`src/rtl/matrix_tx_formatter_pkg.sv`:
```
// Shared definitions for the matrix UART formatter: FSM state encoding and
// the ASCII bytes used to frame each printed element.
package matrix_tx_formatter_pkg;

    typedef enum logic [2:0] {
        IDLE    = 3'd0,
        FETCH   = 3'd1,
        CONV    = 3'd2,
        SEND    = 3'd3,
        WAIT_TX = 3'd4,
        DONE    = 3'd5
    } state_t;

    localparam logic [7:0] ASCII_SPACE  = 8'h20;
    localparam logic [7:0] ASCII_CR     = 8'h0D;
    localparam logic [7:0] ASCII_LF     = 8'h0A;
    localparam logic [7:0] ASCII_DIGIT0 = 8'h30;

    function automatic logic [7:0] digit_ascii(input logic [3:0] d);
        return ASCII_DIGIT0 | {4'h0, d};
    endfunction

endpackage

```
`src/rtl/matrix_tx_formatter_bin2dec8.sv`:
```
// bin2dec8: registered 8-bit binary to three BCD digits plus the count of
// significant digits (a value of 0 reports one digit).
module bin2dec8 (
    input  logic       clk,
    input  logic       rst_n,
    input  logic       i_load,
    input  logic [7:0] i_value,
    output logic [3:0] o_hund,
    output logic [3:0] o_tens,
    output logic [3:0] o_ones,
    output logic [1:0] o_ndig,
    output logic       o_valid
);

    logic [3:0] w_hund;
    logic [6:0] w_rem;
    logic [3:0] w_tens;
    logic [3:0] w_ones;
    logic [1:0] w_ndig;

    // Split into hundreds by comparison, then tens/ones of the sub-100 remainder.
    always_comb begin
        w_hund = 4'd0;
        w_rem  = 7'd0;
        if (i_value >= 8'd200) begin
            w_hund = 4'd2;
            w_rem  = 7'(i_value - 8'd200);
        end else if (i_value >= 8'd100) begin
            w_hund = 4'd1;
            w_rem  = 7'(i_value - 8'd100);
        end else begin
            w_hund = 4'd0;
            w_rem  = i_value[6:0];
        end
        w_tens = 4'(w_rem / 7'd10);
        w_ones = 4'(w_rem % 7'd10);
        if (w_hund != 4'd0) begin
            w_ndig = 2'd3;
        end else if (w_tens != 4'd0) begin
            w_ndig = 2'd2;
        end else begin
            w_ndig = 2'd1;
        end
    end

    // Capture the digits on load; they hold until the next load.
    always_ff @(posedge clk or negedge rst_n) begin
        if (!rst_n) begin
            o_hund  <= 4'd0;
            o_tens  <= 4'd0;
            o_ones  <= 4'd0;
            o_ndig  <= 2'd0;
            o_valid <= 1'b0;
        end else begin
            o_valid <= i_load;
            if (i_load) begin
                o_hund <= w_hund;
                o_tens <= w_tens;
                o_ones <= w_ones;
                o_ndig <= w_ndig;
            end
        end
    end

endmodule

```
`src/rtl/matrix_tx_formatter.sv`:
```
// matrix_tx_formatter: prints an M x N matrix of unsigned bytes as decimal
// ASCII text, space separated, CR LF at each row end, through a UART handshake.
module matrix_tx_formatter #(
    parameter int MAX_DIM  = 5,
    parameter int CLR_WAIT = 1
) (
    input  logic       clk,
    input  logic       rst_n,
    input  logic       start,
    input  logic [2:0] dim_m,
    input  logic [2:0] dim_n,
    input  logic [7:0] elem_data,
    input  logic       elem_valid,
    output logic       elem_ready,
    input  logic       tx_busy,
    output logic       tx_start,
    output logic [7:0] tx_data,
    output logic       busy,
    output logic       done,
    output logic       error
);
    import matrix_tx_formatter_pkg::*;

    localparam int              SW         = $clog2(CLR_WAIT + 2);
    localparam logic [SW-1:0]   CLR_WAIT_C = SW'(CLR_WAIT);
    localparam logic [2:0]      MAX_DIM_C  = 3'(MAX_DIM);

    state_t        r_state;
    logic [2:0]    r_dim_m;
    logic [2:0]    r_dim_n;
    logic [2:0]    r_row;
    logic [2:0]    r_col;
    logic [2:0]    r_bidx;
    logic [2:0]    r_nbytes;
    logic [7:0]    r_byte;
    logic          r_elem_ready;
    logic          r_tx_start;
    logic [7:0]    r_tx_data;
    logic          r_busy;
    logic          r_done;
    logic          r_error;
    logic [SW-1:0] r_since;

    logic          w_b2d_load;
    logic          w_b2d_valid;
    logic [3:0]    w_hund;
    logic [3:0]    w_tens;
    logic [3:0]    w_ones;
    logic [1:0]    w_ndig;
    logic          w_dims_bad;
    logic          w_last_col;
    logic          w_tx_ok;
    logic [2:0]    w_pos;
    logic [7:0]    w_byte;

    assign w_b2d_load = (r_state == FETCH) && elem_valid && r_elem_ready;
    assign w_dims_bad = (dim_m == 3'd0) || (dim_m > MAX_DIM_C) ||
                        (dim_n == 3'd0) || (dim_n > MAX_DIM_C);
    assign w_last_col = (r_col == (r_dim_n - 3'd1));
    // tx_busy is only meaningful once the transmitter has seen our last pulse.
    assign w_tx_ok    = !tx_busy && !r_tx_start && (r_since >= CLR_WAIT_C);

    bin2dec8 u_bin2dec8 (
        .clk     (clk),
        .rst_n   (rst_n),
        .i_load  (w_b2d_load),
        .i_value (elem_data),
        .o_hund  (w_hund),
        .o_tens  (w_tens),
        .o_ones  (w_ones),
        .o_ndig  (w_ndig),
        .o_valid (w_b2d_valid)
    );

    // Select byte r_bidx of the current element: significant digits, then separator(s).
    always_comb begin
        w_pos  = r_bidx + (3'd3 - {1'b0, w_ndig});
        w_byte = ASCII_SPACE;
        if (r_bidx < {1'b0, w_ndig}) begin
            case (w_pos)
                3'd0:    w_byte = digit_ascii(w_hund);
                3'd1:    w_byte = digit_ascii(w_tens);
                default: w_byte = digit_ascii(w_ones);
            endcase
        end else if (!w_last_col) begin
            w_byte = ASCII_SPACE;
        end else if (r_bidx == {1'b0, w_ndig}) begin
            w_byte = ASCII_CR;
        end else begin
            w_byte = ASCII_LF;
        end
    end

    // Control FSM with registered handshake and status outputs.
    always_ff @(posedge clk or negedge rst_n) begin
        if (!rst_n) begin
            r_state      <= IDLE;
            r_dim_m      <= 3'd0;
            r_dim_n      <= 3'd0;
            r_row        <= 3'd0;
            r_col        <= 3'd0;
            r_bidx       <= 3'd0;
            r_nbytes     <= 3'd0;
            r_byte       <= 8'h00;
            r_elem_ready <= 1'b0;
            r_tx_start   <= 1'b0;
            r_tx_data    <= 8'h00;
            r_busy       <= 1'b0;
            r_done       <= 1'b0;
            r_error      <= 1'b0;
            r_since      <= '0;
        end else begin
            r_tx_start <= 1'b0;
            r_done     <= 1'b0;
            r_error    <= 1'b0;
            if (r_since < CLR_WAIT_C) begin
                r_since <= r_since + SW'(1);
            end
            case (r_state)
                IDLE: begin
                    if (start) begin
                        if (w_dims_bad) begin
                            r_error <= 1'b1;
                        end else begin
                            r_dim_m      <= dim_m;
                            r_dim_n      <= dim_n;
                            r_row        <= 3'd0;
                            r_col        <= 3'd0;
                            r_busy       <= 1'b1;
                            r_elem_ready <= 1'b1;
                            r_state      <= FETCH;
                        end
                    end
                end
                FETCH: begin
                    if (w_b2d_load) begin
                        r_elem_ready <= 1'b0;
                        r_state      <= CONV;
                    end
                end
                CONV: begin
                    if (w_b2d_valid) begin
                        r_nbytes <= {1'b0, w_ndig} + (w_last_col ? 3'd2 : 3'd1);
                        r_bidx   <= 3'd0;
                        r_state  <= SEND;
                    end
                end
                SEND: begin
                    r_byte  <= w_byte;
                    r_state <= WAIT_TX;
                end
                WAIT_TX: begin
                    if (w_tx_ok) begin
                        r_tx_start <= 1'b1;
                        r_tx_data  <= r_byte;
                        r_since    <= '0;
                        if (r_bidx != (r_nbytes - 3'd1)) begin
                            r_bidx  <= r_bidx + 3'd1;
                            r_state <= SEND;
                        end else if (!w_last_col) begin
                            r_col        <= r_col + 3'd1;
                            r_elem_ready <= 1'b1;
                            r_state      <= FETCH;
                        end else if (r_row != (r_dim_m - 3'd1)) begin
                            r_col        <= 3'd0;
                            r_row        <= r_row + 3'd1;
                            r_elem_ready <= 1'b1;
                            r_state      <= FETCH;
                        end else begin
                            r_state <= DONE;
                        end
                    end
                end
                DONE: begin
                    r_done  <= 1'b1;
                    r_busy  <= 1'b0;
                    r_row   <= 3'd0;
                    r_col   <= 3'd0;
                    r_state <= IDLE;
                end
                default: begin
                    r_busy       <= 1'b0;
                    r_elem_ready <= 1'b0;
                    r_state      <= IDLE;
                end
            endcase
        end
    end

    assign elem_ready = r_elem_ready;
    assign tx_start   = r_tx_start;
    assign tx_data    = r_tx_data;
    assign busy       = r_busy;
    assign done       = r_done;
    assign error      = r_error;

endmodule

```
`config.mk`:
```
export PLATFORM = sky130hd
export DESIGN_NAME = matrix_tx_formatter
export DESIGN_NICKNAME = d
export VERILOG_FILES = /design/src/rtl/matrix_tx_formatter_pkg.sv /design/src/rtl/matrix_tx_formatter_bin2dec8.sv /design/src/rtl/matrix_tx_formatter.sv
export SDC_FILE = /design/constraint.sdc
export NUM_CORES = 1
export LEC_CHECK = 0
export CAP_MARGIN = 15
export CORE_AREA = 4 4 101 103
export CTS_CLUSTER_SIZE = 10
export DETAILED_ROUTE_END_ITERATION = 10
export DIE_AREA = 0 0 105 107
export GPL_TIMING_DRIVEN = 1
export SYNTH_ARGS = -nofsm -noshare
export SYNTH_HDL_FRONTEND = slang
export SYNTH_SLANG_ARGS = --single-unit
```
`constraint.sdc`:
```
create_clock -name clk -period 3.3 [get_ports clk]
set_clock_uncertainty 0.15 [all_clocks]
set_input_delay 0.99 -clock clk [delete_from_list [all_inputs] [get_ports clk]]
set_output_delay 0.99 -clock clk [all_outputs]
set_load 0.01 [all_outputs]
```
==> reports/metrics.yaml, run 1 <==
run_status: "finished, violations left"
violations_in_the_final_reports: "negative setup slack"
floorplan.core_area_mm2: 0.00920
synth.area.top_cells: "dfrtp_1, ha_1, nand2_1"
dr_total_vias: 3292
clock.fmax_ghz: 0.245
worstPathRequired_ns: 3.37
route.top_layer_used: "met4"
critPathArrivalTime_ns: 4.15
grt_pass1_vias: 3388
clockRootBuffer: "clkbuf_8"
final_net_count: 558
route.met2.wl_um: 4370
antenna_violations_before_repair: 0
clk_path_buf_depth: 2
post_cts_hold_buffer_count: 0
total_leakage_power_nw: 2.24
hold_viol: 0
post_synthesis_share_of_cell_area_spent_on_full_adders_half_adders_and_majority_gates: 0.0775
avgRoutedWirePerCell_um: 13.9
netlist.area_leader.share: 0.363
num-fill-cells: 834
avgSynthCellArea_um2: 8.67
drtPass1Iterations: 4
grt_start_max_net_pins: 30
dieHeight_um: 107
detail_route.drc_violations: 0
final_max_slew_viol_count: 0
htree_num_levels: 2
synth_largest_area_cell: "dfrtp_1"
dpl_cell_area_mm2: 0.00452
global_route_wire_length_before_repair_um: 15300
globalRouteOverflowTotal: 0
cts_sinks: 53
clkTransAtPathRegs_ns: 0.10
cts_tree: "done"
crit_path_max_fanout: 4
combined_area_of_the_multi_input_logic_cells_mm2: 0.00229
clock_insertion_delay_worst_skew_ns: 0.31
synth_sequential_area_ratio: 0.363
min-delay-path-class: "reg2reg"
max_cap_violations: 0
yosysUniqueCellTypes: 66
timing.final.crit_period_ns: 4.08
dominant_synthesized_flop_cell: "dfrtp_1"
worstSetupPathType: "in2reg"
worstSetupEndpointType: "flip-flop"
finalInstanceArea_mm2: 0.00486
met3_wl_post_dr_um: 172
final_layout_size_suffix_gt1_frac: 0.272
drtAntennaViolNets: 0
placedCellCount: 609
synth.ff_latch_count: 53
ff_latch_area_mm2: 0.00133
area_growth_pct: 33.2
portBuffers: 29
floorplan.die.width_um: 105
ir_drop_mv: 0.242
vias_per_cell: 5.23
synth_top_family_by_area: "compound AO/OA/AOI/OAI gates"
synth.cells.most_frequent: "nand2_1, dfrtp_1, o21ai_0, nor2_1, inv_1"
worst_slack_setup_final_ns: -0.780
timing.critical_path.from_type: "input port"
whs_ns: 0.325
setup_repair_after_global_routing_missed_its_margin: "yes"
post_synth_and_or_nand_nor_area_fraction: 0.198
tightest_slew_ns: 0.563
setup_viol_count_final: 6
yosys_warnings: 0
globalplace.congestion: 0.842
wirelength_met1_um: 4060
detailedPlacementHpwl_um: 6730
io_pins: 32
wl_um: 8750
synthesized_area_fraction_occupied_by_ao_oa_aoi_and_oai_cells: 0.207
post_synth_instance_area_mm2: 0.00365
synth-edff-count: 0
std_cell_rows: 35
worst_slew_margin_rel: 0.624
starting_drc_count_in_detailed_routing: 100
cts_buffers: 5
final.period_utilization: 1.24
placement.setup.worst_slack_ns: -1.66
setup_tns_ns: -3.14
synthesis.instances: 421
floorplan.initialDensity: 0.397
number_of_antenna_cells_inserted: 0
synth.area.mux_share: 0.0593
design.die.area_mm2: 0.0112
grt_usage: 0.161
finish.cell_count_without_fillers: 629
async_reset_ff_frac: 1.00
power-per-cell-area_mw_per_mm2: 558
synthMostInstantiatedCell: "nand2_1"
synth_xor_xnor_area_share: 0.0408
[where the power goes]
part | total (mW) | leakage (nW) | internal [mW] | switching (mW)
Combinational | 1.31 | 1.53 | 0.652 | 0.658
Clock | 0.378 | 0.0447 | 0.154 | 0.224
Sequential | 1.03 | 0.671 | 0.863 | 0.163
Total | 2.71 | 2.24 | 1.67 | 1.04
[cell type report]
| class | count | share of cell area |
|---|---|---|
| well taps | 111 | 0.0286 |
| inverters | 26 | 0.0227 |
| clock inverters | 3 | 0.00515 |
| multi-input cells | 325 | 0.472 |
| repair buffers | 106 | 0.185 |
| clock buffers | 5 | 0.0142 |
| flip-flops and latches | 53 | 0.273 |
[per-stage QoR]
| step | total power [mW] | util |
|---|---|---|
| floorplan | 1.88 | - |
| global placement | 2.26 | 0.491 |
| detailed placement | 2.30 | 0.491 |
| CTS | 2.71 | 0.517 |
| global route | 2.95 | 0.529 |
| finish | 2.71 | 0.529 |
[cells by family after synthesis]
kind of cell | Yosys count
compound gates | 111
xor+xnor | 17
fa+ha+maj | 22
buf+inv | 44
flops | 53
mux | 20
other cells | 1
simple gates | 153
[placed cells by master (no fill, tap or decap), drive strengths merged, types with 4 or more instances in the layout]
cell type / netlist / routed
nand2b: 4 / 4
a31oi: 6 / 6
nor2b: 4 / 4
nor3: 11 / 11
dfrtp: 53 / 53
or3: 5 / 5
o21ai: 33 / 33
mux2: 13 / 13
buf: 9 / 80
mux2i: 7 / 7
a211oi: 5 / 5
clkbuf: 9 / 6
a21oi: 21 / 21
inv: 25 / 26
ha: 21 / 21
nand2: 67 / 67
nor2: 29 / 29
clkdlybuf4s50: 0 / 20
xnor2: 9 / 9
xor2: 8 / 8
o31ai: 7 / 7
a221oi: 4 / 4
nand3: 15 / 15
[sequential cells by signal, indices dropped and copies added, names as in the netlist, 2 cells and up]
register           cells
r_state                3
tx_data                6
r_dim_n                3
r_col                  3
u_bin2dec8.o_ones      4
u_bin2dec8.o_tens      4
r_bidx                 3
u_bin2dec8.o_ndig      2
r_row                  3
r_byte                 6
r_dim_m                3
r_since                2
r_nbytes               3
u_bin2dec8.o_hund      2
[final timing paths]
kind                       cells past startpoint                     from                          endpoint  slack, ns
max                                           16             elem_data[3]  u_bin2dec8.o_ones[1]$_DFFE_PN0P_      -0.78
min                                            2    r_byte[3]$_DFFE_PN0P_            tx_data[3]$_DFFE_PN0P_       0.33
max reg2reg                                    8  r_nbytes[0]$_DFFE_PN0P_           r_nbytes[2]$_DFFE_PN0P_       0.67
min reg2reg                                    2    r_byte[3]$_DFFE_PN0P_            tx_data[3]$_DFFE_PN0P_       0.33
max in group asynchronous                      2                    rst_n      u_bin2dec8.o_valid$_DFF_PN0_       1.95
min in group asynchronous                      1                    rst_n              r_since[0]$_DFF_PN0_       0.51
[per-layer routing]
metal  global-route usage  vias up
li1                     -     1689
met1                0.199     1548
met2                0.291       44
met3               0.0205       11
met4               0.0515        0
met5                    0        -
[critical path, stage by stage]
cell      delay, ns
buf_8          0.11
inv_6          0.06
ha_4           0.12
or3b_4         0.41
buf_6          0.14
o21bai_4       0.14
o21ai_2        0.08
o21a_1         0.20
or2_4          0.26
a221o_1        0.33
or2_1          0.27
inv_2          0.08
ha_4           0.12
or4b_4         0.44
o221a_1        0.21
o31ai_1        0.18
[timing repair]
action                     in CTS  in global routing
resized for setup              41                 20
pin swaps                      23                 18
setup endpoints to repair       9                  8
hold endpoints to repair        0                  0
setup buffers                   9                  3
(Power assumes the default switching activity.)
==> run 2: changes to the inputs <==
--- a/config.mk
+++ b/config.mk
@@ -11,6 +11,7 @@
 export DETAILED_ROUTE_END_ITERATION = 10
 export DIE_AREA = 0 0 105 107
 export GPL_TIMING_DRIVEN = 1
+export PLACE_DENSITY_LB_ADDON = 0.12
 export SYNTH_ARGS = -nofsm -noshare
 export SYNTH_HDL_FRONTEND = slang
 export SYNTH_SLANG_ARGS = --single-unit
==> reports/metrics.yaml, run 2 (same netlist as run 1, synthesis figures left out) <==
std_cell_rows: 35  # unchanged
wl_um: 8880  # was 8750 um
htree_num_levels: 2  # unchanged
final_net_count: 558  # unchanged
cts_sinks: 53  # unchanged
floorplan.initialDensity: 0.397  # unchanged
violations_in_the_final_reports: "negative setup slack"  # unchanged
worstSetupEndpoint: "u_bin2dec8.o_ones[1]$_DFFE_PN0P_"  # unchanged
drtAntennaViolNets: 0  # unchanged
min-delay-path-class: "reg2reg"  # unchanged
worst_slew_margin_rel: 0.487  # was 0.624
drtPass1Iterations: 4  # unchanged
timing.final.crit_period_ns: 4.09  # was 4.08 ns
final_layout_size_suffix_gt1_frac: 0.270  # was 0.272
tightest_slew_ns: 0.769  # was 0.563 ns
clkTransAtPathRegs_ns: 0.10  # about the same
worst_path_dominant_cell_family: "compound AO/OA/AOI/OAI gates"  # was simple AND/OR/NAND/NOR gates
vias_per_cell: 5.30  # was 5.23
placedCellCount: 607  # was 609
floorplan.core_area_mm2: 0.00920  # unchanged
critical_path.n_buffers_inverters: 6  # was 4
dieHeight_um: 107  # unchanged
r2r_endpoint: "r_nbytes[2]$_DFFE_PN0P_"  # unchanged
worst_path_most_repeated_cell: "buf_4"  # was ha_4
detailedPlacementHpwl_um: 6680  # was 6730 um
cts_buffers: 5  # unchanged
grt_start_max_net_pins: 35  # was 30
floorplan.die.width_um: 105  # unchanged
power-per-cell-area_mw_per_mm2: 585  # was 558 mW/mm^2
post_cts_hold_buffer_count: 0  # unchanged
met3_usage: 0.0235  # was 0.0205
globalplace.congestion: 0.873  # was 0.842
number_of_antenna_cells_inserted: 0  # unchanged
grt.met2_usage: 0.275  # was 0.291
crit_chain: "clkdlybuf4s15_2, buf_4, nor3b_4, buf_6, o21bai_4, buf_4, buf_4, a21o_1, a21oi_2, nor2_1, a221o_1, or2_1, inv_2, ha_4, or4b_4, o221a_1, o31ai_1"  # was buf_8, inv_6, ha_4, or3b_4, buf_6, o21bai_4, o21ai_2, o21a_1, or2_4, a221o_1, or2_1, inv_2, ha_4, or4b_4, o221a_1, o31ai_1
area_growth_pct: 34.9  # was 33.2%
clock_insertion_delay_worst_skew_ns: 0.30  # was 0.31 ns
worstSetupEndpointType: "flip-flop"  # unchanged
globalRouteOverflowTotal: 0  # unchanged
timing.critical_path.slowest_stage_cell: "or4b_4"  # unchanged
placement.setup.worst_slack_ns: -1.62  # was -1.66 ns
total_leakage_power_nw: 2.27  # was 2.24 nW
run_status: "finished, violations left"  # unchanged
critical-path-max-stage-delay_ns: 0.44  # about the same
starting_drc_count_in_detailed_routing: 169  # was 100
worst_reg_to_reg_path_cell_count: 8  # unchanged
avgRoutedWirePerCell_um: 14.1  # was 13.9 um
portBuffers: 29  # unchanged
worstSetupPathType: "in2reg"  # unchanged
clock.fmax_ghz: 0.244  # was 0.245 GHz
grtUsageMet1: 0.209  # was 0.199
timing.critical_path.from_type: "input port"  # unchanged
critPathArrivalTime_ns: 4.17  # was 4.15 ns
grt_usage: 0.163  # was 0.161
regToRegSetupSlack_ns: 0.68  # was 0.67 ns
global_route_wire_length_before_repair_um: 15100  # was 15300 um
cts_tree: "done"  # unchanged
crit_cells: 17  # was 16
ir_drop_mv: 0.219  # was 0.242 mV
setup_viol_count_final: 8  # was 6
worst_slack_setup_final_ns: -0.793  # was -0.780 ns
hold_viol: 0  # unchanged
worstPathRequired_ns: 3.37  # about the same
detail_route.drc_violations: 0  # unchanged
reg2reg_from: "r_nbytes[0]$_DFFE_PN0P_"  # unchanged
final_max_slew_viol_count: 0  # unchanged
grt_pass1_vias: 3241  # was 3388
crit_path_max_fanout: 6  # was 4
clk_path_buf_depth: 2  # unchanged
setup_repair_after_global_routing_missed_its_margin: "yes"  # unchanged
design.die.area_mm2: 0.0112  # unchanged
grt_most_used_layer: "met2"  # unchanged
antenna_violations_before_repair: 0  # unchanged
dr_total_vias: 3333  # was 3292
io_pins: 32  # unchanged
max_cap_violations: 0  # unchanged
clockRootBuffer: "clkbuf_8"  # unchanged
final.period_utilization: 1.24  # about the same
most-common-layout-cells: "nand2_1, buf_4, dfrtp_1"  # was buf_4, nand2_1, dfrtp_1
startpoint: "elem_data[0]"  # was elem_data[3]
finish.cell_count_without_fillers: 629  # unchanged
run 2: cell types whose count changed in the layout (fill, tap and decap cells not counted), moves of 2 or more:
| cell | before | now |
|---|---|---|
| buf_4 | 72 | 67 |
| buf_6 | 4 | 9 |
| bufinv_16 | 0 | 2 |
| inv_6 | 2 | 0 |
run 2: power by group:
group	total, mW	internal (mW)	leakage [nW]	switching [mW]
Combinational	1.33	0.664	1.53	0.666
Sequential	1.03	0.863	0.671	0.168
Clock	0.517	0.301	0.0681	0.215
Total	2.88	1.83	2.27	1.05
run 2: cell type report:
type                    count  area (um^2)
clock inverters             3         65.1
inverters                  26          118
clock buffers               5         68.8
well taps                 111          139
flip-flops and latches     53         1330
fillers                   879         4270
multi-input cells         325         2280
repair buffers            106          922
run 2: worst min-delay path by stage:
stage                     cells past startpoint              startpoint  slack (ns)                endpoint
after global routing                          2   r_byte[0]$_DFFE_PN0P_        0.35  tx_data[0]$_DFFE_PN0P_
after detailed placement                      2   r_byte[3]$_DFFE_PN0P_        0.31  tx_data[3]$_DFFE_PN0P_
after CTS                                     2   r_byte[3]$_DFFE_PN0P_        0.33  tx_data[3]$_DFFE_PN0P_
after floorplan                               2   r_byte[3]$_DFFE_PN0P_        0.28  tx_data[3]$_DFFE_PN0P_
after global placement                        2   r_byte[5]$_DFFE_PN0P_        0.30  tx_data[5]$_DFFE_PN0P_
final                                         2  tx_data[4]$_DFFE_PN0P_        0.33  tx_data[4]$_DFFE_PN0P_
run 2: layer usage:
layer | up-vias | share of wire
met3 | 14 | 0.036
met1 | 1555 | 0.44
li1 | 1680 | -
met2 | 84 | 0.50
met5 | - | 0
met4 | 0 | 0.021
run 2: stage by stage:
step	total power, mW	util	TNS, ns	area [um^2]	hold WS (ns)
floorplan	1.88	-	-5.41	3710	0.283
global placement	2.27	0.488	-10.62	4490	0.303
detailed placement	2.31	0.488	-10.89	4490	0.310
CTS	2.88	0.526	-4.54	4830	0.335
global route	3.12	0.535	-4.79	4920	0.353
finish	2.88	0.535	-4.09	4920	0.330
run 2: tightest hold or removal path: stages, from the launching register on:
cell     delay, ns
dfrtp_1       0.35
nand2_1       0.05
nand2_1       0.05
run 2: repair_timing:
| item | CTS | global route |
|---|---|---|
| setup endpoints to repair | 9 | 8 |
| resized for setup | 51 | 20 |
| setup buffers | 12 | 6 |
| pin swaps | 22 | 20 |
